### config.mk
export PLATFORM = sky130hd
export DESIGN_NAME = piso_serializer
export DESIGN_NICKNAME = d
export VERILOG_FILES = /design/src/rtl/piso_serializer.sv
export SDC_FILE = /design/constraint.sdc
export NUM_CORES = 1
export LEC_CHECK = 0
export CORE_UTILIZATION = 40
export DETAILED_ROUTE_END_ITERATION = 16
export PLACE_DENSITY = 0.65
export SYNTH_ARGS = -nofsm -noshare
export SYNTH_HDL_FRONTEND = slang
export SYNTH_SLANG_ARGS = --single-unit
### constraint.sdc
create_clock -name clk -period 3.6 [get_ports clk]
set_input_delay 0.72 -clock clk [delete_from_list [all_inputs] [get_ports clk]]
set_output_delay 0.72 -clock clk [all_outputs]
set_load 0.005 [all_outputs]
### src/rtl/piso_serializer.sv
// piso_serializer: parallel-in serial-out transmitter.
// Takes a WIDTH-bit word on a valid/ready handshake and shifts it out one bit
// per clock on serial_out, with serial_valid marking every frame bit.
// Back-to-back frames are sent with no idle cycle between them.
// Optional feature: define PISO_PARITY_EN to append one even-parity bit
// after the data bits, so frames become WIDTH+1 bits long.
module piso_serializer #(
    parameter int WIDTH     = 8,
    parameter int MSB_FIRST = 1
) (
    input  logic             clk,
    input  logic             reset_n,
    input  logic [WIDTH-1:0] load_data,
    input  logic             load_valid,
    output logic             load_ready,
    output logic             serial_out,
    output logic             serial_valid,
    output logic             frame_done
);

    localparam int CNT_W = $clog2(WIDTH) + 1;
    localparam logic [CNT_W-1:0] LAST_CNT = CNT_W'(WIDTH - 1);

`ifdef PISO_PARITY_EN
    typedef enum logic [1:0] {IDLE, SHIFT, PARITY} state_t;
`else
    typedef enum logic [1:0] {IDLE, SHIFT} state_t;
`endif

    state_t           state;
    state_t           state_next;
    logic [WIDTH-1:0] shreg;
    logic [CNT_W-1:0] bit_cnt;
    logic             accept;
    logic             last_bit;
`ifdef PISO_PARITY_EN
    logic             parity_bit;
`endif

    // Bit that leaves the word first, depending on the bit order.
    function automatic logic first_bit(input logic [WIDTH-1:0] w);
        return (MSB_FIRST != 0) ? w[WIDTH-1] : w[0];
    endfunction

    // Word with its first bit consumed, moving the next bit into the exit slot.
    function automatic logic [WIDTH-1:0] shift_word(input logic [WIDTH-1:0] w);
        return (MSB_FIRST != 0) ? {w[WIDTH-2:0], 1'b0} : {1'b0, w[WIDTH-1:1]};
    endfunction

    assign accept   = load_valid && load_ready;
    assign last_bit = (state == SHIFT) && (bit_cnt == LAST_CNT);

    // State register.
    always_ff @(posedge clk or negedge reset_n) begin
        if (!reset_n) begin
            state <= IDLE;
        end else begin
            state <= state_next;
        end
    end

    // Next-state logic: a frame ends either into a new frame or back to IDLE.
    always_comb begin
        state_next = state;
        case (state)
            IDLE: begin
                if (accept) state_next = SHIFT;
            end
            SHIFT: begin
`ifdef PISO_PARITY_EN
                if (last_bit) state_next = PARITY;
`else
                if (last_bit) state_next = accept ? SHIFT : IDLE;
`endif
            end
`ifdef PISO_PARITY_EN
            PARITY: begin
                state_next = accept ? SHIFT : IDLE;
            end
`endif
            default: state_next = IDLE;
        endcase
    end

    // Output logic: ready and frame_done are asserted only in the final bit cycle of a frame (and ready also in IDLE).
    always_comb begin
        load_ready = 1'b0;
        frame_done = 1'b0;
        case (state)
            IDLE: begin
                load_ready = 1'b1;
            end
            SHIFT: begin
`ifndef PISO_PARITY_EN
                if (last_bit) begin
                    load_ready = 1'b1;
                    frame_done = 1'b1;
                end
`endif
            end
`ifdef PISO_PARITY_EN
            PARITY: begin
                load_ready = 1'b1;
                frame_done = 1'b1;
            end
`endif
            default: ;
        endcase
    end

    // Datapath: load on accept, shift during the frame, clear the line when the frame ends.
    always_ff @(posedge clk or negedge reset_n) begin
        if (!reset_n) begin
            shreg        <= '0;
            bit_cnt      <= '0;
            serial_out   <= 1'b0;
            serial_valid <= 1'b0;
`ifdef PISO_PARITY_EN
            parity_bit   <= 1'b0;
`endif
        end else if (accept) begin
            shreg        <= shift_word(load_data);
            serial_out   <= first_bit(load_data);
            serial_valid <= 1'b1;
            bit_cnt      <= '0;
`ifdef PISO_PARITY_EN
            parity_bit   <= ^load_data;
`endif
        end else if (state == SHIFT && !last_bit) begin
            shreg      <= shift_word(shreg);
            serial_out <= first_bit(shreg);
            bit_cnt    <= bit_cnt + CNT_W'(1);
`ifdef PISO_PARITY_EN
        end else if (last_bit) begin
            serial_out <= parity_bit;
`endif
        end else begin
            serial_out   <= 1'b0;
            serial_valid <= 1'b0;
        end
    end

endmodule

## After elaboration in Yosys (flattened, before gate mapping)

Cells that the tools add are included.

| storage, ports and cells | value |
|---|---|
| input bits | 11 |
| output and inout port bits | 4 |
| word-level logic and storage cells | 33 |
| register bits after elaboration | 16 |

| operators by class | value |
|---|---|
| add/sub/neg operators | 1 |
| reduce and logical (&&, ||, !) cells | 7 |
| equality and inequality tests | 5 |
| muxes and demuxes | 15 |

Operators by type and width:

| cell | number |
|---|---|
| 8-bit 2-to-1 mux | 2 |
| 4-bit 2-to-1 mux | 2 |
| 1-bit 2-to-1 mux | 7 |
| 2-bit inequality test (second input constant) | 3 |
| 4-bit by 1-bit adder with 4-bit output (second input constant) | 1 |
| 4-bit by 3-bit == test with 1-bit output (second input constant) | 1 |
| 2-bit 2-to-1 mux | 2 |
| 2-bit case mux with 2 select lines | 1 |
| 1-bit logical AND | 3 |
| 2-bit by 1-bit == test with 1-bit output (second input constant) | 1 |
| 2-bit logical NOT | 1 |
| 1-bit case mux with 2 select lines | 1 |
| 2-bit AND reduction | 1 |
| 2-bit nonzero test | 1 |
| 1-bit logical NOT | 1 |

## Logic depth before layout (Yosys ltp)

| logic depth | value |
|---|---|
| word-level depth | 8 |
| depth in mapped cells | 5 |
| mapped depth without buffers | 4 |

## Least setup slack after synthesis

Ideal clock, no wire load.

| timing | value |
|---|---|
| kind | register to output |
| from | register bit_cnt[0] |
| to | output load_ready |
| data required time | 2.880 ns |
| arrival | 0.974 ns |
| path slack | 1.906 ns |
| stages on the path, launching flop included | 5 |
| path through | dfrtp_1 > ha_1 > nand2_2 > o21ai_4 > buf_8 |

| between the ends | value |
|---|---|
| cells in the longest elaborated chain, start to end | 4 |

RTL lines:

| element | line | source |
|---|---|---|
| start: declaration | 33 | `logic [CNT_W-1:0] bit_cnt;` |
| start signal: assignment | 132 | `bit_cnt <= bit_cnt + CNT_W'(1);` |
| 4-bit by 3-bit == test with 1-bit output | 51 | `assign last_bit = (state == SHIFT) && (bit_cnt == LAST_CNT);` |
| 1-bit logical AND | 51 |  |
| 1-bit 2-to-1 mux | 95 | `if (last_bit) begin` |
| 1-bit case mux with 2 select lines | 89 | `case (state)` |
| end: declaration | 15 | `output logic load_ready,` |

Every way passes these cells.

## Worst setup path in the final report

Same ends and word-level chain as after synthesis.

==> summary.txt <==
Critical path
  • Largest fanout on the critical path: 13
  • CP Class: register to output port
  • Cell type of the slowest stage on the worst timing path: sky130_fd_sc_hd__clkdlybuf4s50_1
  • Worst Reg2Reg Path Length in Cells: 4
  • Buf/Inv on CP: 1
  • Levels on crit path: 4
  • CP startpoint kind: register
  • Required time at the worst-slack endpoint: 2.88 ns
  • Endpoint class of the critical path: output port
  • Critical-path cell list: ha_1, nand2_2, o21ai_4, clkdlybuf4s50_1
  • Delay of the slowest cell on the worst path: 0.60 ns
  • Largest delay share family, worst path: buffers and inverters
  • Arrival time at the worst endpoint: about 2.0 ns

GRT
  • Leftover overflow at the end of global routing: 0
  • Total global-route track usage: between 10% and 20%
  • Initial antenna violation count: 0
  • Global-route wire length before repair: ~1900 um
  • Via count of the first global-routing pass: 425
  • Pin count of the biggest net entering global routing: 16

Yosys
  • Area of the mapped netlist: 716 sq um
  • Post-synthesis register bit count: 14
  • Warning count from the yosys run: 0
  • Syn_nets: 67
  • Cells after Synth: 55
  • Post-synthesis sequential area ratio: 49.0%
  • Mean post-synth cell area: 13.0 sq um
  • Post-synth cell types: 21

Clocking
  • Quantity of hold-fixing buffers added after cts: 0
  • Number of buffers added for setup after CTS: 0
  • TritonCTS clock tree: yes
  • Total clock buffers created by CTS: 3
  • Max Buffers Root-to-Sink: 2
  • Post-cts gate resize count: 0
  • H-tree depth reported by CTS: 1
  • Insertion delay to the later sink of the worst-skew pair: 0.27 ns
  • Total clock sinks: 14
  • CTS clock-pin slew for the worst setup and hold paths: 0.09 ns
  • CTS Root Buffer Type: sky130_fd_sc_hd__clkbuf_4

Routing
  • Average routed wire per standard cell: 12.0 um
  • Number of antenna-violating nets in the routed design: 0
  • Post-Route WL: 1120 um
  • Met1 wire length: 592 um
  • 1st-iter DRT viols: 3
  • DR WL met2: 483 um
  • Residual DRC count: 0
  • Number of vias after detailed routing: 438
  • Drt first pass iters: 4
  • Routed length on met3: 43 um
  • Top layer used by detailed routing: met3
  • Average via count per standard cell: approximately 4.7

Finish
  • Diodes inserted: 0
  • Area Overhead vs Synth: 22.6%
  • Filler Cell Count: 143
  • Share of final-layout standard cells stronger than drive strength 1: 27.5%
  • Final layout net count: 83
  • Final standard cell count with taps included and fillers excluded: 93

Floorplan
  • Count of pins on the block boundary: 15
  • Core area: 0.00159 sq mm
  • FP Rows: 14
  • Die Ht: 44.3 um
  • Effective utilization at floorplan: 44.9%
  • Die area: 0.00196 sq mm
  • Width of the die: between 40 and 50 um

STA
  • Hold Slack: between 0.5 and 0.6 ns
  • Time the final worst path needs with I/O delays and setup: 2.70 ns
  • Layout Skew: 0.0113 ns
  • Worst slew pin tran: 0.639 ns
  • Max-slew headroom: approximately 57%
  • Highest clock rate: 370 MHz
  • Final-layout setup total negative slack: 0 ns
  • Final max-slew violation count: 0
  • RSZ-0062 raised after global routing: no
  • Final setup violation count: 0
  • Final WS setup: around 0.9 ns
  • Period utilisation layout: 75.1%
  • Final Hold Viols: 0

Placement
  • Setup WS pre-CTS: 1.21 ns
  • Port-buffer cells: 14
  • Sum of net half-perimeters after detailed placement: 757 um
  • Final weighted congestion of routability-driven global placement: 0.813
  • Cell count after placement: 90

Power
  • Leakage dissipation: 0.000381 uW
  • Total power density per cell area: 738 mW/mm^2
  • Max IR drop VDD: roughly 0.46 mV

Status
  • Status: complete, no violations

Worst hold path
  • Worst min-delay path category: register to register
  • Cell depth of the worst min-delay path: 1

Flow run
  • Max-Cap Viols: 0
worst reg2reg max path, cell delays in order, from the launching register on:
cell                      delay, ns
sky130_fd_sc_hd__dfrtp_1       0.39
sky130_fd_sc_hd__ha_1          0.21
sky130_fd_sc_hd__nand2_2       0.09
sky130_fd_sc_hd__o21ai_4       0.42
sky130_fd_sc_hd__mux2_2        0.39
cell usage after synthesis, drive strengths merged:
library cell / instances / area share [%]
nor2b: 1 / 0.87
nand2b: 2 / 1.7
mux2i: 2 / 2.8
dfrtp: 14 / 49
nand3: 1 / 0.70
buf: 3 / 4.4
nor2: 4 / 2.1
inv: 1 / 0.52
mux2: 15 / 26
and2: 1 / 0.87
o21ai: 4 / 4.4
nor3b: 1 / 1.0
a22o: 1 / 1.2
nand2: 4 / 2.4
ha: 1 / 1.7
per-stage QoR:
| step | instance area, sq um | utilization [%] | power (uW) |
|---|---|---|---|
| final | 877 | 55.0 | 647 |
| after global routing | 877 | 55.0 | 699 |
| after CTS | 877 | 55.0 | 656 |
| after detailed placement | 855 | 53.6 | 566 |
| after global placement | 855 | 53.6 | 561 |
| after floorplan | 716 | - | 498 |
cells by family (layout without fill, tap and decap cells):
family | after synthesis | count (layout) | synth area share [%]
compound gates | 5 | 5 | 5.59
simple gates | 14 | 14 | 9.79
buf+inv | 4 | 18 | 4.89
flops | 14 | 14 | 49.0
fa+ha+maj | 1 | 1 | 1.75
mux | 17 | 17 | 29.0
layout make-up:
class                           count  area (sq um)  area share, %
Timing Repair Buffer               14           140           16.0
Clock buffer                        3          22.5           2.57
Sequential cell                    14           350           39.9
Inverter                            1          3.75          0.428
Multi-Input combinational cell     37           330           37.7
Tap cell                           24          30.0           3.42
layout by cell type, fill, tap and decap left out, types with 2 or more instances in the layout:
master                             n
sky130_fd_sc_hd__o21ai_0           3
sky130_fd_sc_hd__dfrtp_1          14
sky130_fd_sc_hd__nand2b_1          2
sky130_fd_sc_hd__mux2_2            9
sky130_fd_sc_hd__nand2_1           3
sky130_fd_sc_hd__mux2_4            5
sky130_fd_sc_hd__mux2i_1           2
sky130_fd_sc_hd__clkdlybuf4s50_1  14
sky130_fd_sc_hd__clkbuf_4          3
sky130_fd_sc_hd__nor2_1            4
where the power goes:
| group | switching (uW) | internal (uW) |
|---|---|---|
| registers | 51.2 | 226 |
| clock network | 46.4 | 38.7 |
| logic | 101 | 183 |
per-layer routing:
layer / up-vias / GRT usage, %
met4: 0 / 7.27
li1: 221 / -
met5: - / 0
met2: 13 / 19.7
met3: 0 / 5.31
met1: 204 / 18.4
registers in the layout, indices dropped and copies added (netlist names):
signal,cells
serial_valid,1
serial_out,1
bit_cnt,4
state,1
shreg,7
worst paths after layout:
check,from,to,slack [ns]
worst min register to register,shreg[3],shreg[4],0.50
worst max register to register,bit_cnt[0],shreg[4],1.98
worst max-delay path,bit_cnt[0],load_ready,0.90
max in group asynchronous,reset_n,shreg[1],2.34
worst min-delay path,shreg[3],shreg[4],0.50
min in group asynchronous,reset_n,shreg[6],0.83
No activity file was read; power rests on OpenSTA's default activity.
